--- config.mk ---
export PLATFORM = sky130hd
export DESIGN_NAME = regfile_wb_arbiter
export DESIGN_NICKNAME = d
export VERILOG_FILES = /design/src/rtl/regfile_pkg.sv /design/src/rtl/wb_scoreboard.sv /design/src/rtl/regfile_wb_arbiter.sv
export SDC_FILE = /design/constraint.sdc
export NUM_CORES = 1
export LEC_CHECK = 0
export CORE_MARGIN = 1.5
export CORE_UTILIZATION = 50
export CTS_BUF_LIST = sky130_fd_sc_hd__clkbuf_4
export DETAILED_ROUTE_END_ITERATION = 10
export PLACE_DENSITY = 0.82
export SLEW_MARGIN = 0
export SYNTH_ARGS = -nofsm -noshare
export SYNTH_HDL_FRONTEND = slang
export SYNTH_SLANG_ARGS = --single-unit
export TNS_END_PERCENT = 30
--- constraint.sdc ---
create_clock -name clk_i -period 2.4 [get_ports clk_i]
set_clock_uncertainty 0.2 [all_clocks]
set_input_delay 0.36 -clock clk_i [delete_from_list [all_inputs] [get_ports clk_i]]
set_output_delay 0.36 -clock clk_i [all_outputs]
set_load 0.05 [all_outputs]
--- src/rtl/regfile_pkg.sv ---
// regfile_pkg: shared widths, grant encoding and writeback request type for
// the register-file writeback arbiter and its scoreboard.
package regfile_pkg;

  localparam int unsigned XLEN       = 32;
  localparam int unsigned REG_ADDR_W = 5;
  localparam int unsigned REG_NUM    = 32;

  typedef enum logic {
    GRANT_ALU = 1'b0,
    GRANT_LSU = 1'b1
  } grant_e;

  typedef struct packed {
    logic                  valid;
    logic [REG_ADDR_W-1:0] addr;
    logic [XLEN-1:0]       data;
  } wb_req_t;

endpackage

--- src/rtl/wb_scoreboard.sv ---
// wb_scoreboard: 2-bit outstanding-write counters for x1..x31, source busy
// lookup and a sticky overflow/underflow error flag. x0 is never tracked.
module wb_scoreboard
  import regfile_pkg::*;
(
  input  logic                  clk_i,
  input  logic                  rst_n_i,
  input  logic                  i_issue_en,
  input  logic [REG_ADDR_W-1:0] i_issue_addr,
  input  logic                  i_wb_en,
  input  logic [REG_ADDR_W-1:0] i_wb_addr,
  input  logic [REG_ADDR_W-1:0] i_rs1_addr,
  input  logic [REG_ADDR_W-1:0] i_rs2_addr,
  output logic                  o_rs1_busy,
  output logic                  o_rs2_busy,
  output logic                  o_sb_err
);

  logic [1:0]           r_cnt [REG_NUM];
  logic                 r_err;
  logic [REG_NUM-1:1]   w_inc;
  logic [REG_NUM-1:1]   w_dec;
  logic                 w_ovf;
  logic                 w_udf;

  // Decode per-register increment/decrement and detect saturation events.
  always_comb begin
    w_inc = '0;
    w_dec = '0;
    w_ovf = 1'b0;
    w_udf = 1'b0;
    for (int unsigned i = 1; i < REG_NUM; i++) begin
      w_inc[i] = i_issue_en && (i_issue_addr == REG_ADDR_W'(i));
      w_dec[i] = i_wb_en    && (i_wb_addr    == REG_ADDR_W'(i));
      if (w_inc[i] && !w_dec[i] && (r_cnt[i] == 2'd3)) w_ovf = 1'b1;
      if (w_dec[i] && !w_inc[i] && (r_cnt[i] == 2'd0)) w_udf = 1'b1;
    end
  end

  // Saturating counter update; a coincident increment and decrement cancel.
  always_ff @(posedge clk_i or negedge rst_n_i) begin
    if (!rst_n_i) begin
      for (int unsigned i = 0; i < REG_NUM; i++) r_cnt[i] <= '0;
      r_err <= 1'b0;
    end else begin
      for (int unsigned i = 1; i < REG_NUM; i++) begin
        if (w_inc[i] && !w_dec[i] && (r_cnt[i] != 2'd3))
          r_cnt[i] <= r_cnt[i] + 2'd1;
        else if (w_dec[i] && !w_inc[i] && (r_cnt[i] != 2'd0))
          r_cnt[i] <= r_cnt[i] - 2'd1;
      end
      if (w_ovf || w_udf) r_err <= 1'b1;
    end
  end

  // Busy lookup; x0 always reads as not busy.
  always_comb begin
    o_rs1_busy = (i_rs1_addr != '0) && (r_cnt[i_rs1_addr] != 2'd0);
    o_rs2_busy = (i_rs2_addr != '0) && (r_cnt[i_rs2_addr] != 2'd0);
  end

  assign o_sb_err = r_err;

endmodule

--- src/rtl/regfile_wb_arbiter.sv ---
// regfile_wb_arbiter: arbitrates ALU and LSU writebacks onto a single
// register-file write port with one cycle of latency, and tracks
// outstanding writes through wb_scoreboard.
// Build option REGFILE_WB_RR_EN: round-robin on contention; otherwise the
// LSU has fixed priority. XLEN is expected to match regfile_pkg::XLEN.
module regfile_wb_arbiter
  import regfile_pkg::*;
#(
  parameter int unsigned XLEN = regfile_pkg::XLEN
) (
  input  logic            clk_i,
  input  logic            rst_n_i,
  input  logic            alu_wb_valid_i,
  input  logic [4:0]      alu_wb_addr_i,
  input  logic [XLEN-1:0] alu_wb_data_i,
  output logic            alu_wb_ready_o,
  input  logic            lsu_wb_valid_i,
  input  logic [4:0]      lsu_wb_addr_i,
  input  logic [XLEN-1:0] lsu_wb_data_i,
  output logic            lsu_wb_ready_o,
  output logic            rd_wr_en_o,
  output logic [4:0]      rd_wr_addr_o,
  output logic [XLEN-1:0] rd_wr_data_o,
  input  logic            issue_en_i,
  input  logic [4:0]      issue_addr_i,
  input  logic [4:0]      rs1_rd_addr_i,
  input  logic [4:0]      rs2_rd_addr_i,
  output logic            rs1_busy_o,
  output logic            rs2_busy_o,
  output logic            sb_err_o
);

  logic    w_alu_gnt;
  logic    w_lsu_gnt;
  wb_req_t w_grant;
  wb_req_t r_wr;

`ifdef REGFILE_WB_RR_EN
  grant_e r_last;

  // Round-robin: on contention grant whichever side was not granted last.
  always_comb begin
    w_alu_gnt = 1'b0;
    w_lsu_gnt = 1'b0;
    if (rst_n_i) begin
      if (alu_wb_valid_i && lsu_wb_valid_i) begin
        if (r_last == GRANT_ALU) w_lsu_gnt = 1'b1;
        else                     w_alu_gnt = 1'b1;
      end else begin
        w_alu_gnt = alu_wb_valid_i;
        w_lsu_gnt = lsu_wb_valid_i;
      end
    end
  end

  // Remember the most recent grant, contended or not.
  always_ff @(posedge clk_i or negedge rst_n_i) begin
    if (!rst_n_i)       r_last <= GRANT_ALU;
    else if (w_lsu_gnt) r_last <= GRANT_LSU;
    else if (w_alu_gnt) r_last <= GRANT_ALU;
  end
`else
  // Fixed priority: LSU wins over ALU; nothing is granted during reset.
  always_comb begin
    w_lsu_gnt = rst_n_i && lsu_wb_valid_i;
    w_alu_gnt = rst_n_i && alu_wb_valid_i && !lsu_wb_valid_i;
  end
`endif

  assign alu_wb_ready_o = w_alu_gnt;
  assign lsu_wb_ready_o = w_lsu_gnt;

  // Select the granted request.
  always_comb begin
    w_grant = '0;
    if (w_lsu_gnt) begin
      w_grant.valid = 1'b1;
      w_grant.addr  = lsu_wb_addr_i;
      w_grant.data  = lsu_wb_data_i;
    end else if (w_alu_gnt) begin
      w_grant.valid = 1'b1;
      w_grant.addr  = alu_wb_addr_i;
      w_grant.data  = alu_wb_data_i;
    end
  end

  // Output register: one write pulse per grant, suppressed for x0.
  always_ff @(posedge clk_i or negedge rst_n_i) begin
    if (!rst_n_i) begin
      r_wr <= '0;
    end else begin
      r_wr.valid <= w_grant.valid && (w_grant.addr != '0);
      if (w_grant.valid) begin
        r_wr.addr <= w_grant.addr;
        r_wr.data <= w_grant.data;
      end
    end
  end

  assign rd_wr_en_o   = r_wr.valid;
  assign rd_wr_addr_o = r_wr.addr;
  assign rd_wr_data_o = r_wr.data;

  wb_scoreboard u_sb (
    .clk_i        (clk_i),
    .rst_n_i      (rst_n_i),
    .i_issue_en   (issue_en_i),
    .i_issue_addr (issue_addr_i),
    .i_wb_en      (rd_wr_en_o),
    .i_wb_addr    (rd_wr_addr_o),
    .i_rs1_addr   (rs1_rd_addr_i),
    .i_rs2_addr   (rs2_rd_addr_i),
    .o_rs1_busy   (rs1_busy_o),
    .o_rs2_busy   (rs2_busy_o),
    .o_sb_err     (sb_err_o)
  );

endmodule
==> flow_summary.json, run 1 <==
{
  "p_leak_nw": 4.168,
  "syn_nets": 872,
  "drv_slew": 0,
  "grt_max_degree": 93,
  "synth_top_cell_area_share": 0.3818,
  "path_cells": "buf_4 > nor3_4 > a21oi_1 > mux4_2 > a21oi_2 > o21ai_2 > buf_12",
  "tightest_slew_ns": 0.5804,
  "relSlewSlack": 0.6118,
  "gp_congestion": 1.067,
  "die_w_um": 118.1,
  "vias": 7823,
  "vias_per_cell": 6.233,
  "final_cell_mix": "buf_4 (204), clkdlybuf4s50_1 (125), dfrtp_1 (99), nand2_1 (84), a22o_1 (74)",
  "wl_per_cell_um": 20.29,
  "grt_pass1_wl_um": 39880,
  "grt_use_total": 0.3681,
  "synth_seq_area_share": 0.3818,
  "rsz0062_at_grt": "yes",
  "core_area_sq_um": 12770,
  "setup_viol": 3,
  "antenna_left": 0,
  "totalWireLength_um": 25460,
  "min_path_type": "in -> async",
  "slowest_delay_ns": 0.48,
  "synth_edf_count": 0,
  "cts_buffers": 9,
  "netlist_area_sq_um": 6620,
  "drt_iter0_drc": 634,
  "worstReg2RegStart": "rd_wr_addr_o[0]",
  "yosysTopAreaCell": "dfrtp_1",
  "ys_types": 49,
  "cap_violations": 0,
  "finalCritPeriodShare": 1.204,
  "dp_hpwl_um": 20130,
  "dieArea_sq_um": 13940,
  "cp-startpoint": "u_sb.r_cnt[12]",
  "period_needed_ns": 2.889,
  "area_growth_syn_to_layout_pct": 48.82,
  "violations": "negative setup slack",
  "final_util": 0.7713,
  "powerDensity_nw_per_um2": 582.0,
  "setup_ws_ns": -0.4885,
  "synth_ff_type": "dfrtp_1",
  "cpMaxStageDelayCell": "mux4_2",
  "drive_gt1_frac": 0.2449,
  "port_buffers": 136,
  "end_kind": "primary output",
  "insertion_delay_ns": 0.51,
  "antenna_found_initial": 1,
  "syn_avg_cell_area_sq_um": 8.509,
  "hold_violations": 0,
  "start_util": 0.5183,
  "cts_tree": "yes",
  "cts.path.max_buffers": 2,
  "layout.nets": 1171,
  "io_pins": 137,
  "vdd_ir_drop_max_uv": 410.0,
  "final_common_cell": "buf_4",
  "yosys_warnings": 2,
  "drtPass1Iterations": 5,
  "cp.arrival_ns": 2.33,
  "ys_async_sr_fraction": 1.000,
  "die_y_um": 118.1,
  "syn_inst": 778,
  "cp_max_fo": 6,
  "status": "finished, violations left",
  "dp_slack_ns": -0.5393,
  "yosys_register_bits": 101,
  "htreeDepth": 3,
  "clk_pin_slew_ns": 0.18,
  "std_cell_rows": 41,
  "crit_type": "reg -> out",
  "crit_required_ns": 1.84,
  "startpoint_type": "flip-flop",
  "synthTopCellsByArea": "dfrtp_1 (38%), a22o_1 (9.8%), a211oi_1 (5.7%), a21oi_1 (4.8%), nand2_1 (4.8%)",
  "drcViolationCount": 0,
  "cts_root_buffer": "clkbuf_4",
  "grt_pass1_vias": 7662,
  "grt-ovfl-total": 0,
  "cts_sinks": 101,
  "fmax_ghz": 0.3462
}
power by group:
part / switching (mW) / internal, mW / total, mW
logic: 1.33 / 1.11 / 2.43
clock network: 0.669 / 0.239 / 0.907
registers: 0.367 / 2.03 / 2.39
total: 2.36 / 3.37 / 5.73
through the flow:
step                setup TNS, ns  std cells  hold WS, ns  power [mW]  instance area (sq um)
CTS                        -1.147       1253       0.1425       5.666                   9827
floorplan                 -0.1686        778      -0.1356       3.529                   6638
global placement           -3.208       1236      0.09164       4.624                   9582
finish                     -1.155       1255       0.1702       5.734                   9852
global route               -1.302       1255       0.1561       6.012                   9852
detailed placement         -4.630       1236      0.09580       4.730                   9582
flip-flops by register name, summed over array words and instances (netlist names):
signal,flops
u_sb.o_sb_err,1
rd_wr_addr_o,5
rd_wr_data_o,32
rd_wr_en_o,1
u_sb.r_cnt,62
final cells by class:
cell class	count	area [sq um]
multi-input combinational	592	3876
clock inverter	7	71.32
clock buffer	9	67.56
timing repair buffer	342	2973
antenna	1	2.502
fill	856	2922
inverter	31	116.4
tap	172	215.2
sequential	101	2530
worst paths after layout:
kind,to,slack (ns),cells after the start
max,rs1_busy_o,-0.49,7
min,rd_wr_data_o[17],0.17,2
max reg2reg,u_sb.o_sb_err,-0.22,9
min reg2reg,rd_wr_data_o[15],0.34,1
max in group asynchronous,u_sb.r_cnt[56],0.77,4
min in group clk_i,rd_wr_en_o,0.31,3
worst max-delay path: cells and delay by family (launching register included):
family,cells,cell delay (ns)
mux,1,0.48
buf+inv,2,0.34
simple gates,1,0.23
compound gates,3,0.33
flops,1,0.45
logic make-up (layout without fill, tap and decap cells):
group	after synthesis	in the layout	synth area share
AO/OA/AOI/OAI	320	320	0.3417
AND/OR/NAND/NOR	267	267	0.2079
multiplexers	5	5	0.01701
other	0	1	0
buffers and inverters	85	389	0.05160
flip-flops	101	101	0.3818
synth_stat cells, types with 12 or more instances:
library cell / n
dfrtp_1: 101
o21ai_0: 35
nor3_1: 31
nor2_1: 55
nand3_1: 15
nand2_1: 84
buf_2: 18
a32oi_1: 12
a211oi_1: 50
o211ai_1: 27
a22o_1: 74
and2_1: 14
o21ai_1: 17
inv_1: 31
clkbuf_1: 35
a21oi_1: 63
what timing repair did:
action,in CTS,in global routing
resized for setup,28,4
pin swaps,5,3
hold buffers,1,0
setup buffers,0,1
hold endpoints to repair,67,0
setup endpoints to repair,6,4
metal layers:
metal | GRT usage | vias up | share of wire
met4 | 0.2218 | 0 | 0.058
met1 | 0.4477 | 3752 | 0.39
li1 | - | 3569 | -
met2 | 0.6137 | 405 | 0.48
met3 | 0.05814 | 97 | 0.073
met5 | 0 | - | 0
Power figures use the tool's default switching activity.
==> run 2: changes to the inputs <==
--- a/config.mk
+++ b/config.mk
@@ -5,11 +5,13 @@
 export SDC_FILE = /design/constraint.sdc
 export NUM_CORES = 1
 export LEC_CHECK = 0
+export ABC_CLOCK_PERIOD_IN_PS = 2400
 export CORE_MARGIN = 1.5
-export CORE_UTILIZATION = 50
+export CORE_UTILIZATION = 27
 export CTS_BUF_LIST = sky130_fd_sc_hd__clkbuf_4
 export DETAILED_ROUTE_END_ITERATION = 10
-export PLACE_DENSITY = 0.82
+export GPL_ROUTABILITY_DRIVEN = 0
+export PLACE_DENSITY = 0.52
 export SLEW_MARGIN = 0
 export SYNTH_ARGS = -nofsm -noshare
 export SYNTH_HDL_FRONTEND = slang
==> run 2 against run 1 <==
The run still ends with negative setup slack left. Fmax up 2.5%. Design area up 2.7%. Critical endpoint is now rs2_busy_o. First-iteration DRC count down 24%. Global-route usage down 16 points.
==> flow_summary.json, run 2 (synthesis results as in run 1) <==
{
  "status": "finished, violations left",
  "violations": "negative setup slack",
  "r2r_end": "u_sb.o_sb_err",
  "setup_viol": 2,
  "wl_per_cell_um": 18.11,
  "dieArea_sq_um": 25470,
  "finalSetupTns_ns": -0.8117,
  "crit_required_ns": 1.84,
  "largest_register_ff_count": 62,
  "cap_violations": 0,
  "drv_slew": 0,
  "grt_pass1_vias": 7282,
  "layout.nets": 1186,
  "cp_max_fo": 3,
  "cts_sinks": 101,
  "insertion_delay_ns": 0.48,
  "drtPass1Iterations": 5,
  "dp_cells": 1399,
  "top_register": "u_sb.r_cnt",
  "vdd_ir_drop_max_uv": 303.8,
  "rsz0062_at_grt": "yes",
  "min_path_type": "in -> async",
  "grt_pass1_wl_um": 40550,
  "std_cell_rows": 57,
  "reg2reg_slack_ns": 0.01,
  "cts_root_buffer": "clkbuf_4",
  "cpMaxStageDelayCell": "mux4_2",
  "area_growth_syn_to_layout_pct": 52.81,
  "vias": 7519,
  "die_y_um": 159.6,
  "dpl_cell_area_sq_um": 9868,
  "clk_pin_slew_ns": 0.16,
  "cp_top_family": "multiplexers",
  "cts_buffers": 9,
  "cp.arrival_ns": 2.26,
  "final_common_cell": "buf_4",
  "p_leak_nw": 4.225,
  "powerDensity_nw_per_um2": 564.6,
  "finalNonFillerCells": 1420,
  "drcViolationCount": 0,
  "period_needed_ns": 2.819,
  "start_util": 0.2738,
  "relSlewSlack": 0.5833,
  "fin_area_sq_um": 10120,
  "io_pins": 137,
  "worstReg2RegStart": "rd_wr_addr_o[1]",
  "totalWireLength_um": 25720,
  "cts.path.max_buffers": 2,
  "dp_hpwl_um": 20410,
  "antenna_left": 0,
  "port_buffers": 136,
  "drive_gt1_frac": 0.2566,
  "final_cell_mix": "buf_4 (220), clkdlybuf4s50_1 (124), dfrtp_1 (96), nand2_1 (84), a22o_1 (74)",
  "core_area_sq_um": 24180,
  "tightest_slew_ns": 0.6213,
  "grt_max_degree": 89,
  "path_cells": "nor2_2 > a21oi_1 > mux4_2 > nand2b_4 > o211ai_1 > o31ai_4 > buf_6",
  "finalCritPeriodShare": 1.175,
  "hold_violations": 0,
  "path_buf_inv": 1,
  "htreeDepth": 3,
  "dp_slack_ns": -0.4521,
  "startpoint_type": "flip-flop",
  "grt-ovfl-total": 0,
  "slowest_delay_ns": 0.46,
  "r2r_cells": 7,
  "setup_ws_ns": -0.4191,
  "vias_per_cell": 5.295,
  "antenna_found_initial": 1,
  "die_w_um": 159.6,
  "crit_type": "reg -> out",
  "grt_use_total": 0.2054,
  "cts_tree": "yes",
  "fmax_ghz": 0.3547,
  "drt_iter0_drc": 479,
  "end_kind": "primary output"
}
==> run 2: what timing repair did <==
| item | 4_1_cts | 5_1_grt |
|---|---|---|
| gates resized for setup | 17 | 11 |
| hold buffers | 1 | 0 |
| endpoints found under the setup margin | 5 | 4 |
| hold endpoints to repair | 77 | 0 |
| setup buffers | 2 | 3 |
| cloned | 0 | 0 |
| pin swaps | 5 | 3 |
==> run 2: final cells by class <==
cell class	count	area [sq um]
Clock inverter	5	52.55
Fill cell	2460	14060
Inverter	31	116.4
Timing Repair Buffer	357	3095
Tap cell	324	405.4
Multi-Input combinational cell	592	3842
Sequential cell	101	2534
Antenna cell	1	2.502
Clock buffer	9	67.56
==> run 2: routing by layer <==
layer / global-route usage / share of wire / vias to the layer above
li1: - / - / 3605
met1: 0.2765 / 0.45 / 3532
met2: 0.3259 / 0.45 / 343
met3: 0.04454 / 0.082 / 39
met4: 0.06904 / 0.023 / 0
met5: 0 / 0 / -
==> run 2: power breakdown <==
group	switching [mW]	total, mW	internal, mW
Sequential	0.342	2.37	2.03
Combinational	1.31	2.43	1.12
Clock	0.610	0.915	0.305
Total	2.27	5.71	3.45
==> run 2: stage by stage <==
stage	utilization	hold slack [ns]	total power, mW
floorplan	-	-0.1356	3.529
global placement	0.4082	0.04122	4.732
detailed placement	0.4082	0.04096	4.749
CTS	0.4156	0.1443	5.709
global route	0.4184	0.1698	6.060
finish	0.4184	0.2007	5.712
==> run 2: worst max-delay path by stage <==
| stage | slack (ns) | depth (start not counted) | endpoint | from |
|---|---|---|---|---|
| 3_3_place_gp | -0.41 | 9 | rs2_busy_o | rs2_rd_addr_i[2] |
| 2_1_floorplan | -0.17 | 8 | rs1_busy_o | rs1_rd_addr_i[2] |
| 5_1_grt | -0.53 | 8 | rs2_busy_o | u_sb.r_cnt[0] |
| 4_1_cts | -0.46 | 7 | rs2_busy_o | u_sb.r_cnt[33] |
| 3_5_place_dp | -0.45 | 8 | u_sb.o_sb_err | issue_addr_i[4] |
| 6_report | -0.42 | 7 | rs2_busy_o | u_sb.r_cnt[2] |
==> run 3: changes to the inputs <==
--- a/config.mk
+++ b/config.mk
@@ -11,6 +11,7 @@
 export CTS_BUF_LIST = sky130_fd_sc_hd__clkbuf_4
 export DETAILED_ROUTE_END_ITERATION = 10
 export GPL_ROUTABILITY_DRIVEN = 0
+export HOLD_SLACK_MARGIN = 0.08
 export PLACE_DENSITY = 0.52
 export SLEW_MARGIN = 0
 export SYNTH_ARGS = -nofsm -noshare
==> results of run 3 <==
No change in the layout: final DEF, timing and power equal those of run 2.
